[src/rtl/stg_ma_pkg.sv]
// Shared widths, opcode classes and the write-back bundle
// for the memory-access stage.
package stg_ma_pkg;

   localparam int HBIT_ADDR   = 47;
   localparam int HBIT_DATA   = 23;
   localparam int HBIT_OPC    = 7;
   localparam int HBIT_TGT_GP = 3;
   localparam int HBIT_TGT_SR = 1;
   localparam int HBIT_TGT_AR = 1;

   localparam logic [HBIT_OPC:0] OPC_NOP   = 8'h00;
   localparam logic [HBIT_OPC:0] OPC_ADDUR = 8'h01;
   localparam logic [HBIT_OPC:0] OPC_LDUR  = 8'h30;
   localparam logic [HBIT_OPC:0] OPC_STUR  = 8'h40;

   // Class match on the upper opcode nibble; the hazard unit
   // uses the same two helpers.
   function automatic logic opc_is_load(logic [HBIT_OPC:0] opc);
      return (opc & 8'hF0) == 8'h30;
   endfunction

   function automatic logic opc_is_store(logic [HBIT_OPC:0] opc);
      return (opc & 8'hF0) == 8'h40;
   endfunction

   typedef struct packed {
      logic [HBIT_ADDR:0]   pc;
      logic [HBIT_DATA:0]   instr;
      logic [HBIT_OPC:0]    opc;
      logic [HBIT_TGT_GP:0] tgt_gp;
      logic                 tgt_gp_we;
      logic [HBIT_TGT_SR:0] tgt_sr;
      logic                 tgt_sr_we;
      logic [HBIT_TGT_AR:0] tgt_ar;
      logic                 tgt_ar_we;
      logic [HBIT_DATA:0]   result;
      logic [HBIT_ADDR:0]   ar_result;
      logic [HBIT_ADDR:0]   sr_result;
   } wb_t;

   // A bubble keeps the data fields but can never write back.
   function automatic wb_t wb_bubble(wb_t w);
      wb_t r;
      r           = w;
      r.tgt_gp_we = 1'b0;
      r.tgt_sr_we = 1'b0;
      r.tgt_ar_we = 1'b0;
      r.opc       = '0;
      r.instr     = '0;
      return r;
   endfunction

endpackage

[src/rtl/stg_ma_if.sv]
// Data-memory req/ack bus between the MA stage (master)
// and the memory (slave).
interface stg_ma_if;
   import stg_ma_pkg::*;

   logic               ow_mem_req;
   logic               ow_mem_we;
   logic [HBIT_ADDR:0] ow_mem_addr;
   logic [HBIT_DATA:0] ow_mem_wdata;
   logic               iw_mem_ack;
   logic [HBIT_DATA:0] iw_mem_rdata;

   modport master (
      output ow_mem_req,
      output ow_mem_we,
      output ow_mem_addr,
      output ow_mem_wdata,
      input  iw_mem_ack,
      input  iw_mem_rdata
   );

   modport slave (
      input  ow_mem_req,
      input  ow_mem_we,
      input  ow_mem_addr,
      input  ow_mem_wdata,
      output iw_mem_ack,
      output iw_mem_rdata
   );

endinterface

[src/rtl/ma_req_fsm.sv]
// Request FSM of the MA stage: owns state, the ack timeout,
// the memory request and the upstream stall.
module ma_req_fsm #(
   parameter int unsigned TIMEOUT = 16
) (
   input  logic iw_clk,
   input  logic iw_rst,
   input  logic mem_op,
   input  logic iw_stall,
   input  logic iw_mem_ack,
   output logic req,
   output logic err,
   output logic stall,
   output logic start,
   output logic pass,
   output logic ack_commit,
   output logic ack_hold,
   output logic done_commit,
   output logic abort
);

   localparam int unsigned CW =
      (TIMEOUT > 1) ? $clog2(TIMEOUT) : 1;
   localparam logic [CW-1:0] LAST = CW'(TIMEOUT - 1);

   localparam logic [1:0] S_IDLE = 2'd0;
   localparam logic [1:0] S_WAIT = 2'd1;
   localparam logic [1:0] S_DONE = 2'd2;

   typedef enum logic [1:0] {
      ST_IDLE = S_IDLE,
      ST_WAIT = S_WAIT,
      ST_DONE = S_DONE
   } state_t;

   state_t        state;
   logic [CW-1:0] cnt;
   logic          last;
   logic          stall_raw;

   assign last  = (cnt == LAST);
   assign stall = stall_raw & ~iw_rst;

   // Decode per-cycle datapath controls and the upstream stall.
   // The stall drops whenever WAIT ends (ack or abort) so the
   // consumed instruction leaves the input and is not reissued.
   always_comb begin
      stall_raw   = 1'b0;
      start       = 1'b0;
      pass        = 1'b0;
      ack_commit  = 1'b0;
      ack_hold    = 1'b0;
      done_commit = 1'b0;
      abort       = 1'b0;
      case (state)
         ST_IDLE: begin
            start     = mem_op & ~iw_stall;
            pass      = ~mem_op & ~iw_stall;
            stall_raw = iw_stall | mem_op;
         end
         ST_WAIT: begin
            ack_commit = iw_mem_ack & ~iw_stall;
            ack_hold   = iw_mem_ack & iw_stall;
            abort      = ~iw_mem_ack & last;
            stall_raw  = ~(iw_mem_ack | last);
         end
         ST_DONE: begin
            done_commit = ~iw_stall;
            stall_raw   = 1'b1;
         end
         default: stall_raw = 1'b0;
      endcase
   end

   // State, timeout counter, request and error pulse.
   always_ff @(posedge iw_clk or posedge iw_rst) begin
      if (iw_rst) begin
         state <= ST_IDLE;
         cnt   <= '0;
         req   <= 1'b0;
         err   <= 1'b0;
      end else begin
         err <= 1'b0;
         case (state)
            ST_IDLE: begin
               if (start) begin
                  state <= ST_WAIT;
                  cnt   <= '0;
                  req   <= 1'b1;
               end
            end
            ST_WAIT: begin
               if (iw_mem_ack) begin
                  req   <= 1'b0;
                  cnt   <= '0;
                  state <= iw_stall ? ST_DONE : ST_IDLE;
               end else if (last) begin
                  req   <= 1'b0;
                  err   <= 1'b1;
                  cnt   <= '0;
                  state <= ST_IDLE;
               end else begin
                  cnt <= cnt + CW'(1);
               end
            end
            ST_DONE: begin
               if (!iw_stall) state <= ST_IDLE;
            end
            default: state <= ST_IDLE;
         endcase
      end
   end

endmodule

[src/rtl/stg_ma.sv]
// Memory-access stage: issues one req/ack transaction per
// load/store and registers the write-back bundle.
module stg_ma
   import stg_ma_pkg::*;
#(
   parameter int unsigned TIMEOUT = 16
) (
   input  logic                 iw_clk,
   input  logic                 iw_rst,
   input  logic [HBIT_ADDR:0]   iw_pc,
   output logic [HBIT_ADDR:0]   ow_pc,
   input  logic [HBIT_DATA:0]   iw_instr,
   output logic [HBIT_DATA:0]   ow_instr,
   input  logic [HBIT_OPC:0]    iw_opc,
   output logic [HBIT_OPC:0]    ow_opc,
   input  logic [HBIT_TGT_GP:0] iw_tgt_gp,
   input  logic                 iw_tgt_gp_we,
   output logic [HBIT_TGT_GP:0] ow_tgt_gp,
   output logic                 ow_tgt_gp_we,
   input  logic [HBIT_TGT_SR:0] iw_tgt_sr,
   input  logic                 iw_tgt_sr_we,
   output logic [HBIT_TGT_SR:0] ow_tgt_sr,
   output logic                 ow_tgt_sr_we,
   input  logic [HBIT_TGT_AR:0] iw_tgt_ar,
   input  logic                 iw_tgt_ar_we,
   output logic [HBIT_TGT_AR:0] ow_tgt_ar,
   output logic                 ow_tgt_ar_we,
   input  logic [HBIT_ADDR:0]   iw_addr,
   input  logic [HBIT_DATA:0]   iw_result,
   output logic [HBIT_DATA:0]   ow_result,
   input  logic [HBIT_ADDR:0]   iw_ar_result,
   output logic [HBIT_ADDR:0]   ow_ar_result,
   input  logic [HBIT_ADDR:0]   iw_sr_result,
   output logic [HBIT_ADDR:0]   ow_sr_result,
   stg_ma_if.master             mem,
   output logic                 ow_mem_err,
   input  logic                 iw_flush,
   input  logic                 iw_stall,
   output logic                 ow_stall
);

   wb_t                in_wb;
   wb_t                out_q;
   wb_t                pend_q;
   logic [HBIT_ADDR:0] addr_q;
   logic [HBIT_DATA:0] wdata_q;
   logic               we_q;
   logic               mem_op;
   logic               req;
   logic               start;
   logic               pass;
   logic               ack_commit;
   logic               ack_hold;
   logic               done_commit;
   logic               abort;

   // Stores write no GP register; loads take the memory data.
   function automatic wb_t commit_wb(
      wb_t                p,
      logic [HBIT_DATA:0] rd,
      logic               st
   );
      wb_t r;
      r = p;
      if (st) r.tgt_gp_we = 1'b0;
      else    r.result    = rd;
      return r;
   endfunction

   assign in_wb = '{
      pc:        iw_pc,
      instr:     iw_instr,
      opc:       iw_opc,
      tgt_gp:    iw_tgt_gp,
      tgt_gp_we: iw_tgt_gp_we,
      tgt_sr:    iw_tgt_sr,
      tgt_sr_we: iw_tgt_sr_we,
      tgt_ar:    iw_tgt_ar,
      tgt_ar_we: iw_tgt_ar_we,
      result:    iw_result,
      ar_result: iw_ar_result,
      sr_result: iw_sr_result
   };

   assign mem_op = (opc_is_load(iw_opc) | opc_is_store(iw_opc))
                 & ~iw_flush;

   ma_req_fsm #(
      .TIMEOUT (TIMEOUT)
   ) u_fsm (
      .iw_clk      (iw_clk),
      .iw_rst      (iw_rst),
      .mem_op      (mem_op),
      .iw_stall    (iw_stall),
      .iw_mem_ack  (mem.iw_mem_ack),
      .req         (req),
      .err         (ow_mem_err),
      .stall       (ow_stall),
      .start       (start),
      .pass        (pass),
      .ack_commit  (ack_commit),
      .ack_hold    (ack_hold),
      .done_commit (done_commit),
      .abort       (abort)
   );

   // Transaction registers, pending bundle and output bundle.
   always_ff @(posedge iw_clk or posedge iw_rst) begin
      if (iw_rst) begin
         out_q   <= '0;
         pend_q  <= '0;
         addr_q  <= '0;
         wdata_q <= '0;
         we_q    <= 1'b0;
      end else begin
         unique case (1'b1)
            start: begin
               addr_q  <= iw_addr;
               wdata_q <= iw_result;
               we_q    <= opc_is_store(iw_opc);
               pend_q  <= in_wb;
               out_q   <= wb_bubble(out_q);
            end
            pass: begin
               out_q <= iw_flush ? wb_bubble(in_wb) : in_wb;
            end
            ack_commit: begin
               out_q <= commit_wb(pend_q, mem.iw_mem_rdata, we_q);
            end
            ack_hold: begin
               if (!we_q) pend_q.result <= mem.iw_mem_rdata;
            end
            done_commit: begin
               out_q <= commit_wb(pend_q, pend_q.result, we_q);
            end
            abort: begin
               out_q <= wb_bubble(out_q);
            end
            default: ;
         endcase
      end
   end

   assign mem.ow_mem_req   = req;
   assign mem.ow_mem_we    = we_q;
   assign mem.ow_mem_addr  = addr_q;
   assign mem.ow_mem_wdata = wdata_q;

   assign ow_pc        = out_q.pc;
   assign ow_instr     = out_q.instr;
   assign ow_opc       = out_q.opc;
   assign ow_tgt_gp    = out_q.tgt_gp;
   assign ow_tgt_gp_we = out_q.tgt_gp_we;
   assign ow_tgt_sr    = out_q.tgt_sr;
   assign ow_tgt_sr_we = out_q.tgt_sr_we;
   assign ow_tgt_ar    = out_q.tgt_ar;
   assign ow_tgt_ar_we = out_q.tgt_ar_we;
   assign ow_result    = out_q.result;
   assign ow_ar_result = out_q.ar_result;
   assign ow_sr_result = out_q.sr_result;

endmodule

[src/flat_wrapper.sv]
// flat-port wrapper written by rule: the top's interface ports become plain ports
module stg_ma_flat import stg_ma_pkg::*;
#(
   parameter int unsigned TIMEOUT = 16
)
  (iw_clk, iw_rst, iw_pc, ow_pc, iw_instr, ow_instr, iw_opc, ow_opc, iw_tgt_gp, iw_tgt_gp_we, ow_tgt_gp, ow_tgt_gp_we, iw_tgt_sr, iw_tgt_sr_we, ow_tgt_sr, ow_tgt_sr_we, iw_tgt_ar, iw_tgt_ar_we, ow_tgt_ar, ow_tgt_ar_we, iw_addr, iw_result, ow_result, iw_ar_result, ow_ar_result, iw_sr_result, ow_sr_result, ow_mem_err, iw_flush, iw_stall, ow_stall, mem_ow_mem_req, mem_ow_mem_we, mem_ow_mem_addr, mem_ow_mem_wdata, mem_iw_mem_ack, mem_iw_mem_rdata);
  stg_ma_if mem_i ();
  input  logic iw_clk;
  input  logic iw_rst;
  input  logic [HBIT_ADDR:0] iw_pc;
  output logic [HBIT_ADDR:0] ow_pc;
  input  logic [HBIT_DATA:0] iw_instr;
  output logic [HBIT_DATA:0] ow_instr;
  input  logic [HBIT_OPC:0] iw_opc;
  output logic [HBIT_OPC:0] ow_opc;
  input  logic [HBIT_TGT_GP:0] iw_tgt_gp;
  input  logic iw_tgt_gp_we;
  output logic [HBIT_TGT_GP:0] ow_tgt_gp;
  output logic ow_tgt_gp_we;
  input  logic [HBIT_TGT_SR:0] iw_tgt_sr;
  input  logic iw_tgt_sr_we;
  output logic [HBIT_TGT_SR:0] ow_tgt_sr;
  output logic ow_tgt_sr_we;
  input  logic [HBIT_TGT_AR:0] iw_tgt_ar;
  input  logic iw_tgt_ar_we;
  output logic [HBIT_TGT_AR:0] ow_tgt_ar;
  output logic ow_tgt_ar_we;
  input  logic [HBIT_ADDR:0] iw_addr;
  input  logic [HBIT_DATA:0] iw_result;
  output logic [HBIT_DATA:0] ow_result;
  input  logic [HBIT_ADDR:0] iw_ar_result;
  output logic [HBIT_ADDR:0] ow_ar_result;
  input  logic [HBIT_ADDR:0] iw_sr_result;
  output logic [HBIT_ADDR:0] ow_sr_result;
  output logic ow_mem_err;
  input  logic iw_flush;
  input  logic iw_stall;
  output logic ow_stall;
  output wire logic [$bits(mem_i.ow_mem_req)-1:0] mem_ow_mem_req;
  output wire logic [$bits(mem_i.ow_mem_we)-1:0] mem_ow_mem_we;
  output wire logic [$bits(mem_i.ow_mem_addr)-1:0] mem_ow_mem_addr;
  output wire logic [$bits(mem_i.ow_mem_wdata)-1:0] mem_ow_mem_wdata;
  input wire logic [$bits(mem_i.iw_mem_ack)-1:0] mem_iw_mem_ack;
  input wire logic [$bits(mem_i.iw_mem_rdata)-1:0] mem_iw_mem_rdata;
  assign mem_ow_mem_req = mem_i.ow_mem_req;
  assign mem_ow_mem_we = mem_i.ow_mem_we;
  assign mem_ow_mem_addr = mem_i.ow_mem_addr;
  assign mem_ow_mem_wdata = mem_i.ow_mem_wdata;
  assign mem_i.iw_mem_ack = mem_iw_mem_ack;
  assign mem_i.iw_mem_rdata = mem_iw_mem_rdata;
  stg_ma #(.TIMEOUT(TIMEOUT)) u_core (.iw_clk(iw_clk), .iw_rst(iw_rst), .iw_pc(iw_pc), .ow_pc(ow_pc), .iw_instr(iw_instr), .ow_instr(ow_instr), .iw_opc(iw_opc), .ow_opc(ow_opc), .iw_tgt_gp(iw_tgt_gp), .iw_tgt_gp_we(iw_tgt_gp_we), .ow_tgt_gp(ow_tgt_gp), .ow_tgt_gp_we(ow_tgt_gp_we), .iw_tgt_sr(iw_tgt_sr), .iw_tgt_sr_we(iw_tgt_sr_we), .ow_tgt_sr(ow_tgt_sr), .ow_tgt_sr_we(ow_tgt_sr_we), .iw_tgt_ar(iw_tgt_ar), .iw_tgt_ar_we(iw_tgt_ar_we), .ow_tgt_ar(ow_tgt_ar), .ow_tgt_ar_we(ow_tgt_ar_we), .iw_addr(iw_addr), .iw_result(iw_result), .ow_result(ow_result), .iw_ar_result(iw_ar_result), .ow_ar_result(ow_ar_result), .iw_sr_result(iw_sr_result), .ow_sr_result(ow_sr_result), .mem(mem_i), .ow_mem_err(ow_mem_err), .iw_flush(iw_flush), .iw_stall(iw_stall), .ow_stall(ow_stall));
endmodule
[config.mk]
export PLATFORM = sky130hd
export DESIGN_NAME = stg_ma_flat
export DESIGN_NICKNAME = d
export VERILOG_FILES = /design/src/rtl/stg_ma_pkg.sv /design/src/rtl/stg_ma_if.sv /design/src/rtl/ma_req_fsm.sv /design/src/rtl/stg_ma.sv /design/src/flat_wrapper.sv
export SDC_FILE = /design/constraint.sdc
export NUM_CORES = 1
export LEC_CHECK = 0
export BUFFER_PORTS_ARGS = -buffer_cell sky130_fd_sc_hd__buf_2
export CAP_MARGIN = 10
export CORE_ASPECT_RATIO = 1.5
export CORE_MARGIN = 2
export CORE_UTILIZATION = 32
export DETAILED_ROUTE_END_ITERATION = 7
export GPL_TIMING_DRIVEN = 0
export MAX_ROUTING_LAYER = met4
export SETUP_SLACK_MARGIN = 0.15
export SYNTH_ARGS = -nofsm -noshare
export SYNTH_HDL_FRONTEND = slang
export SYNTH_SLANG_ARGS = --single-unit
[constraint.sdc]
create_clock -name iw_clk -period 22.6 [get_ports iw_clk]
set_input_delay 2.26 -clock iw_clk [delete_from_list [all_inputs] [get_ports iw_clk]]
set_output_delay 2.26 -clock iw_clk [all_outputs]
set_load 0.02 [all_outputs]
## Yosys cells after proc, flatten, opt, wreduce, memory -nomap -nowiden

Cells that the tools add are included.

| cells by class | value |
|---|---|
| $add $sub $neg | 1 |
| equality and inequality tests | 8 |
| mux-type cells | 29 |
| bitwise gates (word level) | 17 |
| reductions and logical operators | 10 |

Operators with widths:

| kind | number |
|---|---|
| 211-bit one-hot mux with 4 select lines | 1 |
| 163-bit two-way mux | 1 |
| 24-bit one-hot mux with 2 select lines | 1 |
| 24-bit two-way mux | 1 |
| 1-bit two-way mux | 13 |
| 4-bit two-way mux | 3 |
| 2-bit two-way mux | 5 |
| 4-bit one-hot mux with 2 select lines | 1 |
| 1-bit bitwise AND | 7 |
| 1-bit NOT | 7 |
| 2-bit one-hot mux with 3 select lines | 1 |
| 3-bit AND reduction | 2 |
| 4-bit by 1-bit adder with 4-bit output (second input constant) | 1 |
| 4-bit by 2-bit == test with 1-bit output (second input constant) | 1 |
| 4-bit by 3-bit == test with 1-bit output (second input constant) | 1 |
| 4-bit == test (second input constant) | 1 |
| 2-bit AND reduction | 2 |
| 2-bit nonzero test | 2 |
| 4-bit nonzero test | 1 |
| 3-bit inequality test (second input constant) | 1 |
| 1-bit bitwise OR | 3 |
| 1-bit one-hot mux with 3 select lines | 1 |
| 3-bit nonzero test | 1 |
| 2-bit by 1-bit == test with 1-bit output (second input constant) | 1 |
| 6 further kinds | 6 |

| word-level totals | value |
|---|---|
| flip-flop bits (word level) | 503 |
| bits of input ports | 288 |

## Longest topological paths before layout

| depth | value |
|---|---|
| word-level depth | 8 |
| depth in mapped cells | 9 |
| mapped depth without buffers | 6 |

## Modules after synthesis

Synthesis repeated with hierarchy kept, for this count alone.

| second synthesis, totals | value |
|---|---|
| cell total of the unflattened synthesis | 1,714 |
| area, all modules | 21,181.6 um^2 |

Modules (own cells, without submodules):

| module | times used | cells an instance | area each (um^2) |
|---|---|---|---|
| stg_ma | 1 | 1,669 | 20,732.4 |
| ma_req_fsm | 1 | 45 | 449.2 |

## Worst setup path after synthesis

No wires, ideal clock.

| timing path | value |
|---|---|
| path type | input port to output port |
| start | input port iw_rst |
| end | output port ow_stall |
| arrival | 14.357 ns |
| data required time | 20.340 ns |
| path slack | 5.983 ns |
| cell stages on the path | 3 |
| buffers on the path | 0 |
| cells stage by stage | inv_1 o21ai_0 a21oi_1 |

| on the way | value |
|---|---|
| longest elaborated chain between the ends | 2 |

Ends and longest elaborated chain:

| item | line | text |
|---|---|---|
| start, declared | flat_wrapper.sv:9 | `input logic iw_rst;` |
| 1-bit NOT | ma_req_fsm.sv:42 | `assign stall = stall_raw & ~iw_rst;` |
| 1-bit bitwise AND | ma_req_fsm.sv:42 |  |
| end, declared | flat_wrapper.sv:38 | `output logic ow_stall;` |

No other way between the ends.

## Final worst setup path

| timing path | value |
|---|---|
| start | input port iw_opc[6] |
| end | output port ow_stall |

| on the way | value |
|---|---|
| longest elaborated chain between the ends | 6 |
| elaborated cells on any way between the ends | 7 |
| those cells by class | eq/ne: 2; mux: 1; bitwise: 4 |

Ends and longest elaborated chain:

| item | line | text |
|---|---|---|
| start, declared | flat_wrapper.sv:14 | `input logic [HBIT_OPC:0] iw_opc;` |
| 4-bit by 2-bit == test with 1-bit output / 4-bit by 3-bit == test with 1-bit output (equally long branches) | stg_ma_pkg.sv:20, stg_ma_pkg.sv:24 |  |
| 1-bit bitwise OR * | stg_ma.sv:85 | `assign mem_op = (opc_is_load(iw_opc) \| opc_is_store(iw_opc))` |
| 1-bit bitwise AND * | stg_ma.sv:86 | `& ~iw_flush;` |
| 1-bit bitwise OR * | ma_req_fsm.sv:59 | `stall_raw = iw_stall \| mem_op;` |
| 1-bit one-hot mux with 3 select lines * | ma_req_fsm.sv:55 | `case (state)` |
| 1-bit bitwise AND * | ma_req_fsm.sv:42 |  |

Mark *: on every way between the ends. The rest lies on a longest branch, timed or not.

==> impl_metrics.env <==
export IMPL_core_area_um2=70000
export IMPL_start_util_pct=32.2
export IMPL_crit_chain="buf_2, and3b_1, o21ai_2, clkbuf_1, clkbuf_1, a21oi_1, buf_2"
export IMPL_path_delay_family="buffers and inverters"
export IMPL_cts_hold_buf=0
export IMPL_ys_warn_count=0
export IMPL_row_count=119
export IMPL_ys_seq_area_share_pct=55.9
export IMPL_internal_power_mw=1.83
export IMPL_switching_share_pct=32.0
export IMPL_cpPeakStageDelay_ps=640
export IMPL_numClockSinks=503
export IMPL_worstPathMaxFanout=10
export IMPL_area_growth_pct=26.5
export IMPL_fmax_ghz=0.145
export IMPL_synth_cell_area_um2=22500
export IMPL_finClkSkew_ps=23.4
export IMPL_place_area_um2=26600
export IMPL_hpwlAfterDp_mm=67.5
export IMPL_cts_resized=0
export IMPL_worst_pin_slew_ps=1280
export IMPL_final_core_util_pct=40.7
export IMPL_clkLatencyLatePin_ps=620
export IMPL_avgSynthCellArea_um2=9.16
export IMPL_grt_overflow=0
export IMPL_grt_pass1_wl_mm=135
export IMPL_pre_cts_slack_ps=15690
export IMPL_hold_viol_final=0
export IMPL_critPathSlowestCell="o21ai_2"
export IMPL_postSynth_asyncResetShare_pct=100
export IMPL_die_x_um=221
export IMPL_clock_path_buffers=3
export IMPL_gp_congestion=0.900
export IMPL_hp_start="u_core.pend_q[10]"
export IMPL_numCtsBuffers=51
export IMPL_cp_end_kind="primary output"
export IMPL_die_height_um=329
export IMPL_cap_violations=0
export IMPL_cp_num_buf_inv=4
export IMPL_setup_viol=0
export IMPL_grt_usage_pct=25.5
export IMPL_slew_violations=0
export IMPL_synth_flop_cell="dfrtp_1"
export IMPL_worst_ep_arrival_time_ps=4640
export IMPL_port_buffers=574
export IMPL_tritoncts="done"
export IMPL_drtIter0Drc=1411
export IMPL_io_pins=575
export IMPL_layout_nets=3378
export IMPL_critPathLaunch="iw_opc[6]"
export IMPL_p_leak_nw=13.7
export IMPL_r2r_start="u_core.u_fsm.state[1]"
export IMPL_whs_ps=473
export IMPL_clkTransAtPathRegs_ps=60
export IMPL_pwr_share_clk_pct=34.2
export IMPL_drive_above_1_share_pct=24.6
export IMPL_ys_types=43
export IMPL_post_cts_buffers=0
export IMPL_holdPathStages=2
export IMPL_crit_cells=7
export IMPL_ant_nets=0
export IMPL_crit_path_start_kind="input port"
export IMPL_ir_drop_mv=0.0758
export IMPL_totalWireLength_mm=91.8
export IMPL_antenna_found_initial=33
export IMPL_drcViolationCount=0
export IMPL_grt_max_degree=115
export IMPL_fin_ws_ps=15700
export IMPL_ys_seq_elements=503
export IMPL_vias=21600
export IMPL_combinationalPowerShare_pct=20.9
export IMPL_syn_num_nets=2747
export IMPL_synth_edff_count=0
export IMPL_fin_crit_ps=6900
export IMPL_via_per_inst=5.32
export IMPL_synth_cells=2458
export IMPL_hold_path_class="reg2reg"
export IMPL_cts_root_buf="clkbuf_16"
export IMPL_power_density_nw_per_um2=94.2
export IMPL_crit_required_ps=20340
export IMPL_path_class="in2out"
export IMPL_power_switching_mw=0.858
export IMPL_tns_ps=0
export IMPL_dr_pass1_iters=6
export IMPL_dieArea_um2=72600
export IMPL_fin_area_um2=28500
export IMPL_status="finished, final reports clean"
export IMPL_finalCritPeriodShare_pct=30.5
export IMPL_synth_area_leaders="dfrtp_1, nand2_1, a211oi_1"
export IMPL_h_tree_depth=2
export IMPL_yosysTopAreaCellShare_pct=55.9
export IMPL_power_frac_seq_pct=44.9
export IMPL_grt_pass1_vias=21900
export IMPL_synth_top_area_cell="dfrtp_1"
export IMPL_max_slew_margin_rel_pct=14.8
export IMPL_rsz0062_at_grt="false"
export IMPL_ff2ff_path_depth=6
export IMPL_wl_per_cell_um=22.6
## power groups by stage
| stage | registers [mW] | logic, mW | clock network [mW] |
|---|---|---|---|
| floorplan | 1.31 | 0.227 | 0 |
| global placement | 1.21 | 0.555 | 0 |
| detailed placement | 1.22 | 0.567 | 0 |
| CTS | 1.20 | 0.567 | 0.936 |
| global route | 1.23 | 0.620 | 0.966 |
| finish | 1.20 | 0.562 | 0.917 |
## synthesized netlist by cell type, drive strengths merged (2+ instances only)
| cell | count |
|---|---|
| nand2b | 2 |
| a31oi | 211 |
| nor4 | 35 |
| nor2b | 35 |
| a21o | 26 |
| inv | 4 |
| nor2 | 2 |
| dfrtp | 503 |
| nor3b | 3 |
| clkbuf | 141 |
| and2 | 25 |
| a21oi | 3 |
| nand2 | 891 |
| nand4 | 211 |
| o21ai | 6 |
| a221o | 24 |
| a22oi | 24 |
| nand3b | 2 |
| nand3 | 5 |
| a211oi | 176 |
| buf | 113 |
| or3 | 2 |
## cell type report
type | instances | area, um^2
tap | 907 | 1130
clock buffer | 74 | 1560
timing repair buffer | 578 | 2980
sequential | 503 | 12600
clock inverter | 17 | 225
fill | 7299 | 41500
inverter | 4 | 25.0
multi-input combinational | 1697 | 8810
buffer | 254 | 1100
antenna | 28 | 70.1
## layout by cell type, fill, tap and decap left out, types with 3 or more instances in the layout
master / n
a211oi_1: 176
a21o_1: 26
a221o_1: 24
a22oi_1: 24
a31oi_1: 211
and2_1: 25
buf_1: 18
buf_16: 4
buf_2: 663
buf_6: 4
bufinv_16: 5
clkbuf_1: 147
clkbuf_16: 53
clkbuf_8: 15
clkinv_2: 7
clkinvlp_4: 3
dfrtp_1: 503
diode_2: 28
nand2_1: 891
nand3_1: 5
nand4_1: 211
nor2b_1: 35
nor4_1: 35
o21ai_0: 5
## state kept, by name, indices dropped and copies added (netlist names)
| register | cells |
|---|---|
| u_core.pend_q | 211 |
| u_core.mem.ow_mem_addr | 48 |
| u_core.ow_ar_result | 48 |
| u_core.ow_pc | 48 |
| u_core.ow_sr_result | 48 |
| u_core.mem.ow_mem_wdata | 24 |
| u_core.ow_instr | 24 |
| u_core.ow_result | 24 |
| u_core.ow_opc | 8 |
| u_core.ow_tgt_gp | 4 |
| u_core.u_fsm.cnt | 4 |
| u_core.ow_tgt_ar | 2 |
| u_core.ow_tgt_sr | 2 |
| u_core.u_fsm.state | 2 |
| u_core.mem.ow_mem_we | 1 |
| u_core.ow_tgt_ar_we | 1 |
| u_core.ow_tgt_gp_we | 1 |
| u_core.ow_tgt_sr_we | 1 |
| u_core.u_fsm.err | 1 |
| u_core.u_fsm.req | 1 |
## worst min-delay path, stage by stage, from the launching register on
cell	delay (ps)
dfrtp_1	340
nand2_1	50
nand2_1	50
## per-layer routing
metal	vias to the layer above	wire length (um)	GRT usage (%)
met5	-	0	-
met4	0	4570	12.1
met3	199	6130	4.96
met2	815	44800	42.0
met1	10500	36300	29.7
li1	10000	-	-
## per-stage QoR
stage	total power, mW	cells
final	2.68	4062
after CTS	2.71	4034
after global routing	2.81	4061
after global placement	1.77	3939
after floorplan	1.54	2458
after detailed placement	1.78	3943
## cell families (layout without fill, tap and decap cells)
kind of cell | Yosys count | count (layout) | synth area share [%]
flip-flops | 503 | 503 | 55.9
AO/OA/AOI/OAI | 475 | 475 | 14.9
other | 0 | 28 | 0
adder cells (fa/ha/maj) | 1 | 1 | 0.0556
XOR/XNOR | 2 | 2 | 0.0778
AND/OR/NAND/NOR | 1219 | 1219 | 24.1
buffers and inverters | 258 | 927 | 4.97
## final timing paths
kind | to | slack, ps
max | ow_stall | 15700
min | u_core.pend_q[10] | 470
max reg2reg | u_core.ow_sr_result[35] | 19820
min reg2reg | u_core.pend_q[10] | 470
max in group asynchronous | u_core.ow_ar_result[4] | 19330
min in group asynchronous | u_core.ow_pc[33] | 1720
Power figures use the tool's default switching activity.
